===== src/rtl/demux_pkg.sv =====
`default_nettype none
// ============================================================================
// Module      : demux_pkg
// Description : Shared constants, channel-select type and round-robin helper
//               for the stream demux dispatcher.
// Revision    : 1.0 - initial release
// ============================================================================
package demux_pkg;

    localparam int NUM_CH = 4;
    localparam int SEL_W  = 2;

    typedef logic [SEL_W-1:0] ch_sel_t;

    // NUM_CH is a power of two, so the natural overflow of SEL_W bits is the wrap
    function automatic ch_sel_t rr_next(input ch_sel_t ptr);
        return ptr + ch_sel_t'(1);
    endfunction

endpackage
`default_nettype wire


===== src/rtl/stream_demux_dispatcher_if.sv =====
`default_nettype none
// ============================================================================
// Module      : stream_demux_dispatcher_if
// Description : Upstream handshake, per-channel output streams and control
//               signals of the stream demux dispatcher.
// Revision    : 1.0 - initial release
// ============================================================================
interface stream_demux_dispatcher_if #(
    parameter int DATA_W = 8
);
    import demux_pkg::*;

    logic                     flush;
    logic                     rr_mode;
    logic [DATA_W-1:0]        in_data;
    ch_sel_t                  in_sel;
    logic                     in_valid;
    logic                     in_ready;
    logic [NUM_CH*DATA_W-1:0] out_data;
    logic [NUM_CH-1:0]        out_valid;
    logic [NUM_CH-1:0]        out_ready;
    ch_sel_t                  cur_sel;
    ch_sel_t                  rr_ptr;

    modport slave (
        input  flush, rr_mode, in_data, in_sel, in_valid, out_ready,
        output in_ready, out_data, out_valid, cur_sel, rr_ptr
    );

    modport master (
        output flush, rr_mode, in_data, in_sel, in_valid, out_ready,
        input  in_ready, out_data, out_valid, cur_sel, rr_ptr
    );

endinterface
`default_nettype wire


===== src/rtl/demux_out_slot.sv =====
`default_nettype none
// ============================================================================
// Module      : demux_out_slot
// Description : One-deep registered output slot with load/drain handshake.
// Revision    : 1.0 - initial release
// ============================================================================
module demux_out_slot #(
    parameter int DATA_W = 8
) (
    input  wire logic              clk,
    input  wire logic              rst_n,
    input  wire logic              flush_i,
    input  wire logic              load_i,
    input  wire logic [DATA_W-1:0] data_i,
    input  wire logic              ready_i,
    output logic                   valid_o,
    output logic [DATA_W-1:0]      data_o
);

    logic              valid_q, valid_d;
    logic [DATA_W-1:0] data_q, data_d;

    // Load takes priority over drain so a same-cycle drain+refill keeps valid high
    always_comb begin
        valid_d = valid_q;
        data_d  = data_q;
        if (flush_i) begin
            valid_d = 1'b0;
        end else if (load_i) begin
            valid_d = 1'b1;
            data_d  = data_i;
        end else if (valid_q && ready_i) begin
            valid_d = 1'b0;
        end
    end

    always_ff @(posedge clk or negedge rst_n) begin
        if (!rst_n) begin
            valid_q <= 1'b0;
            data_q  <= '0;
        end else begin
            valid_q <= valid_d;
            data_q  <= data_d;
        end
    end

    assign valid_o = valid_q;
    assign data_o  = data_q;

endmodule
`default_nettype wire


===== src/rtl/stream_demux_dispatcher.sv =====
`default_nettype none
// ============================================================================
// Module      : stream_demux_dispatcher
// Description : Steers one input stream into four one-deep output slots by
//               tag or round-robin pointer.
// Revision    : 1.0 - initial release
// ============================================================================
module stream_demux_dispatcher
    import demux_pkg::*;
#(
    parameter int DATA_W = 8
) (
    input  wire logic                clk,
    input  wire logic                rst_n,
    stream_demux_dispatcher_if.slave bus
);

    ch_sel_t                  w_tgt;
    logic                     w_in_ready;
    logic                     w_accept;
    logic [NUM_CH-1:0]        w_valid;
    logic [NUM_CH*DATA_W-1:0] w_data;
    ch_sel_t                  rr_ptr_q, rr_ptr_d;

    assign w_tgt      = bus.rr_mode ? rr_ptr_q : bus.in_sel;
    // Only the targeted slot gates acceptance; other channels never stall input
    assign w_in_ready = !bus.flush && (!w_valid[w_tgt] || bus.out_ready[w_tgt]);
    assign w_accept   = bus.in_valid && w_in_ready;

    generate
        for (genvar g = 0; g < NUM_CH; g++) begin : g_slot
            demux_out_slot #(
                .DATA_W (DATA_W)
            ) u_slot (
                .clk     (clk),
                .rst_n   (rst_n),
                .flush_i (bus.flush),
                .load_i  (w_accept && (w_tgt == ch_sel_t'(g))),
                .data_i  (bus.in_data),
                .ready_i (bus.out_ready[g]),
                .valid_o (w_valid[g]),
                .data_o  (w_data[g*DATA_W +: DATA_W])
            );
        end
    endgenerate

    always_comb begin
        rr_ptr_d = rr_ptr_q;
        if (bus.flush) begin
            rr_ptr_d = '0;
        end else if (w_accept && bus.rr_mode) begin
            rr_ptr_d = rr_next(rr_ptr_q);
        end
    end

    always_ff @(posedge clk or negedge rst_n) begin
        if (!rst_n) begin
            rr_ptr_q <= '0;
        end else begin
            rr_ptr_q <= rr_ptr_d;
        end
    end

    assign bus.in_ready  = w_in_ready;
    assign bus.out_valid = w_valid;
    assign bus.out_data  = w_data;
    assign bus.cur_sel   = w_tgt;
    assign bus.rr_ptr    = rr_ptr_q;

endmodule
`default_nettype wire


===== src/flat_wrapper.sv =====
// flat-port wrapper written by rule: the top's interface ports become plain ports
module stream_demux_dispatcher_flat import demux_pkg::*;
#(
    parameter int DATA_W = 8
)
  (clk, rst_n, bus_flush, bus_rr_mode, bus_in_data, bus_in_sel, bus_in_valid, bus_out_ready, bus_in_ready, bus_out_data, bus_out_valid, bus_cur_sel, bus_rr_ptr);
  stream_demux_dispatcher_if #(.DATA_W(DATA_W)) bus_i ();
  input  wire logic clk;
  input  wire logic rst_n;
  input wire logic [$bits(bus_i.flush)-1:0] bus_flush;
  input wire logic [$bits(bus_i.rr_mode)-1:0] bus_rr_mode;
  input wire logic [$bits(bus_i.in_data)-1:0] bus_in_data;
  input wire logic [$bits(bus_i.in_sel)-1:0] bus_in_sel;
  input wire logic [$bits(bus_i.in_valid)-1:0] bus_in_valid;
  input wire logic [$bits(bus_i.out_ready)-1:0] bus_out_ready;
  output wire logic [$bits(bus_i.in_ready)-1:0] bus_in_ready;
  output wire logic [$bits(bus_i.out_data)-1:0] bus_out_data;
  output wire logic [$bits(bus_i.out_valid)-1:0] bus_out_valid;
  output wire logic [$bits(bus_i.cur_sel)-1:0] bus_cur_sel;
  output wire logic [$bits(bus_i.rr_ptr)-1:0] bus_rr_ptr;
  assign bus_i.flush = bus_flush;
  assign bus_i.rr_mode = bus_rr_mode;
  assign bus_i.in_data = bus_in_data;
  assign bus_i.in_sel = bus_in_sel;
  assign bus_i.in_valid = bus_in_valid;
  assign bus_i.out_ready = bus_out_ready;
  assign bus_in_ready = bus_i.in_ready;
  assign bus_out_data = bus_i.out_data;
  assign bus_out_valid = bus_i.out_valid;
  assign bus_cur_sel = bus_i.cur_sel;
  assign bus_rr_ptr = bus_i.rr_ptr;
  stream_demux_dispatcher #(.DATA_W(DATA_W)) u_core (.clk(clk), .rst_n(rst_n), .bus(bus_i));
endmodule

===== config.mk =====
export PLATFORM = sky130hd
export DESIGN_NAME = stream_demux_dispatcher_flat
export DESIGN_NICKNAME = d
export VERILOG_FILES = /design/src/rtl/demux_pkg.sv /design/src/rtl/stream_demux_dispatcher_if.sv /design/src/rtl/demux_out_slot.sv /design/src/rtl/stream_demux_dispatcher.sv /design/src/flat_wrapper.sv
export SDC_FILE = /design/constraint.sdc
export NUM_CORES = 1
export LEC_CHECK = 0
export BUFFER_PORTS_ARGS = -buffer_cell sky130_fd_sc_hd__clkbuf_2
export CELL_PAD_IN_SITES_DETAIL_PLACEMENT = 2
export CELL_PAD_IN_SITES_GLOBAL_PLACEMENT = 2
export CORE_MARGIN = 5
export CORE_UTILIZATION = 33
export CTS_CLUSTER_SIZE = 28
export DETAILED_ROUTE_END_ITERATION = 8
export PLACE_DENSITY_LB_ADDON = 0.1
export SLEW_MARGIN = 20
export SYNTH_ARGS = -nofsm -noshare
export SYNTH_HDL_FRONTEND = slang
export SYNTH_HIERARCHICAL = 1
export SYNTH_SLANG_ARGS = --single-unit
export TNS_END_PERCENT = 100

===== constraint.sdc =====
create_clock -name clk -period 3 [get_ports clk]
set_clock_uncertainty 0.2 [all_clocks]
set_input_delay 0.6 -clock clk [delete_from_list [all_inputs] [get_ports clk]]
set_output_delay 0.6 -clock clk [all_outputs]
set_load 0.01 [all_outputs]

==> metrics.cfg, run 1 <==
[drt]
routed_wl_mm=4.40
vias_per_cell=4.57
drt_iter0_drc=22
first_pass_iters=4
antenna_left=0
drc=0
wl_per_cell_um=17.7
vias=1138

[power_and_ir_drop]
power.total_uw=1650
switchingPower_uw=434
swShare_pct=26.3
power.leakage_uw=0.00111
clkPwrFrac_pct=32.6
vdd_drop_max_uv=359
cellInternalPower_uw=1210
pwr-share-seq_pct=42.3
pwr-share-comb_pct=25.1
power_density_nw_per_um2=736

[grt]
grt_pass1_vias=1382
grt.total_usage_pct=13.3
antenna_found_initial=0
grt_pass1_wl_mm=7.26
grt_max_degree=39
grt-ovfl-total=0

[timing]
min_period_over_period_pct=91.7
slew_viol_final=0
finalSetupTns_ps=0
fmaxAchievable_ghz=0.363
hold_viol_final=0
period_minus_slack_ps=2750
setup_viol=0
slew_headroom_pct=35.1
worst_pin_slew_ps=973
rsz0062_at_grt=false

[placed_design]
port-buffer-count=59
dp_hpwl_mm=3.28
gp_congestion=0.729

[setup_path]
setup.worst_path.start_class=input port
r2r-end=u_core/g_slot[0].u_slot/data_o[3]
crit_type=in2out
r2r_slack_ps=540
r2r_cells=6
crit_fanout=6
worstPathRequired_ps=2200
arrival_ps=1950
crit_path_end_kind=output port
r2r-start=u_core/bus.rr_ptr[1]

[yosys]
synth_sequential_area_ratio_pct=54.1
syn_inst=116
synth_cell_types=19
syn_nets=135
synth_seq_cells=38
synth.avg_cell_area_um2=15.2
synthesis.area_um2=1760
yosys_warnings=6

[die]
ioPinCount=60
start_util_pct=34.2
chipWidth_um=83.0
num_rows=26
die_y_um=83.0
core_area_um2=5140
dieArea_um2=6890

[worst_hold_path]
hp-class=in2async

[finish]
drive_above_1_share_pct=58.7
area_growth_pct=27.3
nNetsFinal=197
diodes=0

[cts]
cts.path.max_buffers=2
cts_hold_buffers=0
path_clk_slew_ps=80
cts_root_buf=clkbuf_8
cts_tree=yes
post-cts-setup-buffer-count=0
ctsResizeCount=0
clkLatencyLatePin_ps=280
cts_inserted_buffers=5
cts_max_level=2
cts_sinks=38

[status]
status=complete, no violations

[job]
cap_violations=0

## state kept, by name, summed over array words and instances (netlist names)
signal	cells
u_core/g_slot.u_slot/valid_o	4
u_core/g_slot.u_slot/data_o	32
u_core/bus.rr_ptr	2
## worst max path at each step
stage | startpoint | to | cells after the start
finish | bus_rr_mode | bus_in_ready | 6
global route | bus_rr_mode | bus_in_ready | 6
CTS | bus_rr_mode | bus_in_ready | 6
detailed placement | bus_rr_mode | u_core/g_slot[0].u_slot/data_o[3] | 7
global placement | bus_rr_mode | u_core/g_slot[0].u_slot/data_o[2] | 7
floorplan | bus_rr_mode | u_core/g_slot[0].u_slot/data_o[0] | 7
## Yosys cell counts
cell type	number	area, um^2
mux2_4	32	480
inv_1	7	26.3
mux2i_1	1	10.0
mux2i_2	1	13.8
dfrtp_1	38	951
o21ai_0	1	5.00
or4_1	1	7.51
nor2_1	4	15.0
a311o_1	2	20.0
nand2_1	1	3.75
nor2b_4	4	55.1
nand3_1	1	5.00
buf_6	4	45.0
nand3b_1	2	15.0
o31ai_1	1	7.51
nor3b_1	1	7.51
mux2_2	1	11.3
a21oi_1	7	35.0
nand2b_1	7	43.8
## cell usage in the layout (no fill, tap or decap)
cell / synthesis / routed
o21ai_0: 1 / 1
clkbuf_2: 0 / 59
nor3b_1: 1 / 1
mux2_4: 32 / 32
dfrtp_1: 38 / 38
mux2_2: 1 / 1
nor2b_4: 4 / 4
nor2_1: 4 / 4
o31ai_1: 1 / 1
nand3_1: 1 / 1
nand2b_1: 7 / 7
bufinv_16: 0 / 2
mux2i_2: 1 / 1
nand3b_1: 2 / 2
clkbuf_8: 0 / 6
a311o_1: 2 / 2
mux2i_1: 1 / 1
a21oi_1: 7 / 7
nand2_1: 1 / 1
inv_1: 7 / 7
or4_1: 1 / 1
## power by group through the flow
stage / combinational, uW / clock [uW] / sequential (uW)
after floorplan: 184 / 0 / 747
after global placement: 410 / 0 / 704
after detailed placement: 421 / 0 / 708
after CTS: 424 / 559 / 702
after global routing: 445 / 574 / 714
final: 414 / 537 / 698
## layout make-up
| type | instances | area [um^2] |
|---|---|---|
| multi-input combinational | 67 | 736 |
| clock inverter | 2 | 60.1 |
| tap | 70 | 87.6 |
| inverter | 7 | 26.3 |
| clock buffer | 6 | 82.6 |
| fill | 558 | 2900 |
| timing repair buffer | 59 | 295 |
| sequential | 38 | 951 |
## critical path, cell delays in order
cell and delay [ps]:
clkbuf_2 130, mux2i_2 370, nor3b_1 110, a311o_1 380, a21oi_1 190, clkbuf_2 160
## per-layer routing
layer  vias up  wire length [um]  track usage [%]
li1        520                 -                -
met3         5               221             4.46
met1       581              1860             15.4
met4         0                64             4.46
met2        32              2260             22.8
met5         -                 0                0
## stage by stage
stage               instances  instance area (um^2)  util (%)  hold slack [ps]  setup slack (ps)
CTS                       249                  2240      43.5              279               236
detailed placement        241                  2100      40.8              295               145
global route              249                  2240      43.5              332              85.2
floorplan                 116                  1760         -              104               601
finish                    249                  2240      43.5              260               248
global placement          241                  2100      40.8              293               217
## cell families after synthesis
family	after synthesis	share of synthesized area [%]
buffers and inverters	11	4.06
AND/OR/NAND/NOR	21	8.68
AO/OA/AOI/OAI	11	3.84
flip-flops	38	54.1
multiplexers	35	29.3
Power figures use the tool's default switching activity.
==> run 2, diff against run 1 <==
--- a/config.mk
+++ b/config.mk
@@ -6,6 +6,7 @@
 export NUM_CORES = 1
 export LEC_CHECK = 0
 export BUFFER_PORTS_ARGS = -buffer_cell sky130_fd_sc_hd__clkbuf_2
+export CAP_MARGIN = 30
 export CELL_PAD_IN_SITES_DETAIL_PLACEMENT = 2
 export CELL_PAD_IN_SITES_GLOBAL_PLACEMENT = 2
 export CORE_MARGIN = 5
@@ -13,6 +14,7 @@
 export CTS_CLUSTER_SIZE = 28
 export DETAILED_ROUTE_END_ITERATION = 8
 export PLACE_DENSITY_LB_ADDON = 0.1
+export REMOVE_ABC_BUFFERS = 1
 export SLEW_MARGIN = 20
 export SYNTH_ARGS = -nofsm -noshare
 export SYNTH_HDL_FRONTEND = slang
==> constraint.sdc (replaced) <==
create_clock -name clk -period 3.14 [get_ports clk]
set_clock_uncertainty 0.2 [all_clocks]
set_input_delay 0.628 -clock clk [delete_from_list [all_inputs] [get_ports clk]]
set_output_delay 0.628 -clock clk [all_outputs]
set_load 0.01 [all_outputs]
==> metrics.cfg, run 2 (synthesized netlist as in run 1, its figures left out) <==
[die]
start_util_pct=34.2  ; unchanged
dieArea_um2=6890  ; unchanged
ioPinCount=60  ; unchanged
chipWidth_um=83.0  ; unchanged
num_rows=26  ; unchanged
die_y_um=83.0  ; unchanged
core_area_um2=5140  ; unchanged

[setup_path]
r2r-end=u_core/g_slot[0].u_slot/data_o[5]
r2r-start=u_core/bus.rr_ptr[1]
crit_fanout=6  ; unchanged
crit_path_end_kind=output port
r2r_cells=6  ; unchanged
worstPathRequired_ps=2310  ; +110 ps
r2r_slack_ps=580  ; +40 ps
setup.worst_path.start_class=input port
arrival_ps=2010  ; +60 ps
crit_type=in2out

[timing]
worst_pin_slew_ps=431  ; -542 ps
setup_viol=0  ; unchanged
slew_headroom_pct=71.2  ; +36 points
rsz0062_at_grt=false
min_period_over_period_pct=90.5
slew_viol_final=0  ; unchanged
final.setup.worst_slack_ps=298  ; +50.0 ps
fmaxAchievable_ghz=0.352
hold_viol_final=0  ; unchanged
finalSetupTns_ps=0  ; unchanged
period_minus_slack_ps=2840

[cts]
cts_max_level=2  ; unchanged
path_clk_slew_ps=70  ; about the same
cts_tree=yes
cts_root_buf=clkbuf_8
cts_sinks=38  ; unchanged
cts.path.max_buffers=2  ; unchanged
clkLatencyLatePin_ps=290  ; about the same
cts_inserted_buffers=5  ; unchanged

[power_and_ir_drop]
swShare_pct=29.5  ; +3.2 points
clkPwrFrac_pct=23.2  ; -9.4 points
cellInternalPower_uw=977  ; -20%
power.leakage_uw=0.00109  ; -1.9%
pwr-share-seq_pct=48.1  ; +5.8 points
power_density_nw_per_um2=629  ; -15%
switchingPower_uw=410  ; -5.5%
pwr-share-comb_pct=28.7  ; +3.6 points
vdd_drop_max_uv=269  ; -25%

[worst_hold_path]
hold_start=u_core/g_slot[1].u_slot/data_o[2]
hold_depth=1
whs_endpoint=u_core/g_slot[1].u_slot/data_o[2]
hp-class=reg2reg

[placed_design]
port-buffer-count=59  ; unchanged
gp_congestion=0.749  ; +2.7%
dp_hpwl_mm=3.39  ; +3.6%
place_ws_ps=189  ; +43.8 ps

[finish]
nNetsFinal=199  ; +1.0%
area_growth_pct=25.5
layout_commonest_cell=clkbuf_2
largest_reg_flops=32  ; unchanged
drive_above_1_share_pct=57.8  ; -0.88 points
final_cell_mix=clkbuf_2 (58), dfrtp_1 (38), mux2_4 (32)
fillers=577  ; +3.4%
diodes=0  ; unchanged

[drt]
wl_per_cell_um=18.2  ; +2.8%
antenna_left=0  ; unchanged
drc=0  ; unchanged
wl_met2_mm=2.38  ; +5.7%
routed_wl_mm=4.54  ; +3.2%
wl_met1_mm=1.89  ; +1.7%
drt_iter0_drc=42  ; +91%
highest_layer=met4
wl_met3_um=210  ; -5.0%
first_pass_iters=2  ; -2
vias_per_cell=4.60  ; +0.74%
vias=1151  ; +1.1%

[grt]
grt-ovfl-total=0  ; unchanged
grt_pass1_wl_mm=7.32  ; +0.85%
antenna_found_initial=0  ; unchanged
grt.total_usage_pct=13.5  ; +0.20 points
grt_pass1_vias=1368  ; -1.0%
grt_max_degree=39  ; unchanged

[job]
cap_violations=0  ; unchanged

[status]
status=complete, no violations

run 2: changes by cell type in the layout (fill, tap and decap cells not counted):
cell | before | now
buf_12 | 0 | 1
buf_2 | 0 | 1
bufinv_16 | 2 | 0
clkbuf_1 | 0 | 1
clkbuf_2 | 59 | 58
clkbuf_8 | 6 | 5
clkinvlp_4 | 0 | 1
dlygate4sd3_1 | 0 | 1
run 2: layout make-up:
cell class | instances | area (um^2) | share of cell area [%]
Clock buffer | 6 | 72.6 | 3.29
Clock inverter | 1 | 7.51 | 0.340
Timing Repair Buffer | 61 | 325 | 14.7
Sequential cell | 38 | 951 | 43.1
Tap cell | 70 | 87.6 | 3.97
Inverter | 7 | 26.3 | 1.19
Multi-Input combinational cell | 67 | 736 | 33.4
run 2: metrics by stage:
step	power [uW]	std cells	hold WS, ps	area (um^2)	utilization, %
CTS	1410	248	313	2180	42.3
global route	1480	250	333	2210	42.9
finish	1390	250	316	2210	42.9
global placement	1060	241	295	2100	40.8
floorplan	887	112	132	1710	-
detailed placement	1080	241	294	2100	40.8
run 2: repair_timing:
action,4_1_cts,5_1_grt
buffers inserted,0,0
hold buffers,0,1
resized for setup,0,0
hold endpoints to repair,0,7
run 2: how the worst max path moves through the flow:
| stage | startpoint | slack, ps | cells past startpoint | end |
|---|---|---|---|---|
| after floorplan | bus_rr_mode | 670 | 6 | u_core/g_slot[0].u_slot/data_o[0] |
| after global placement | bus_rr_mode | 270 | 7 | u_core/g_slot[0].u_slot/data_o[6] |
| after detailed placement | bus_rr_mode | 190 | 7 | u_core/g_slot[0].u_slot/data_o[5] |
| after CTS | bus_rr_mode | 290 | 6 | bus_in_ready |
| after global routing | bus_rr_mode | 200 | 6 | bus_in_ready |
| final | bus_rr_mode | 300 | 6 | bus_in_ready |
run 2: power by group through the flow:
stage / registers, uW / clock network (uW) / logic [uW]
finish: 667 / 322 / 398
global route: 684 / 362 / 430
CTS: 673 / 332 / 405
detailed placement: 679 / 0 / 401
global placement: 672 / 0 / 391
floorplan: 714 / 0 / 173
run 2: layer usage:
metal / up-vias / track usage (%)
met5: - / 0
met4: 0 / 3.12
met3: 5 / 4.36
met2: 36 / 24.2
met1: 586 / 15.4
li1: 524 / -
run 2: critical path: stages:
cell and delay, ps:
clkbuf_2 130, mux2i_2 400, nor3b_1 130, a311o_1 380
a21oi_1 190, clkbuf_2 160
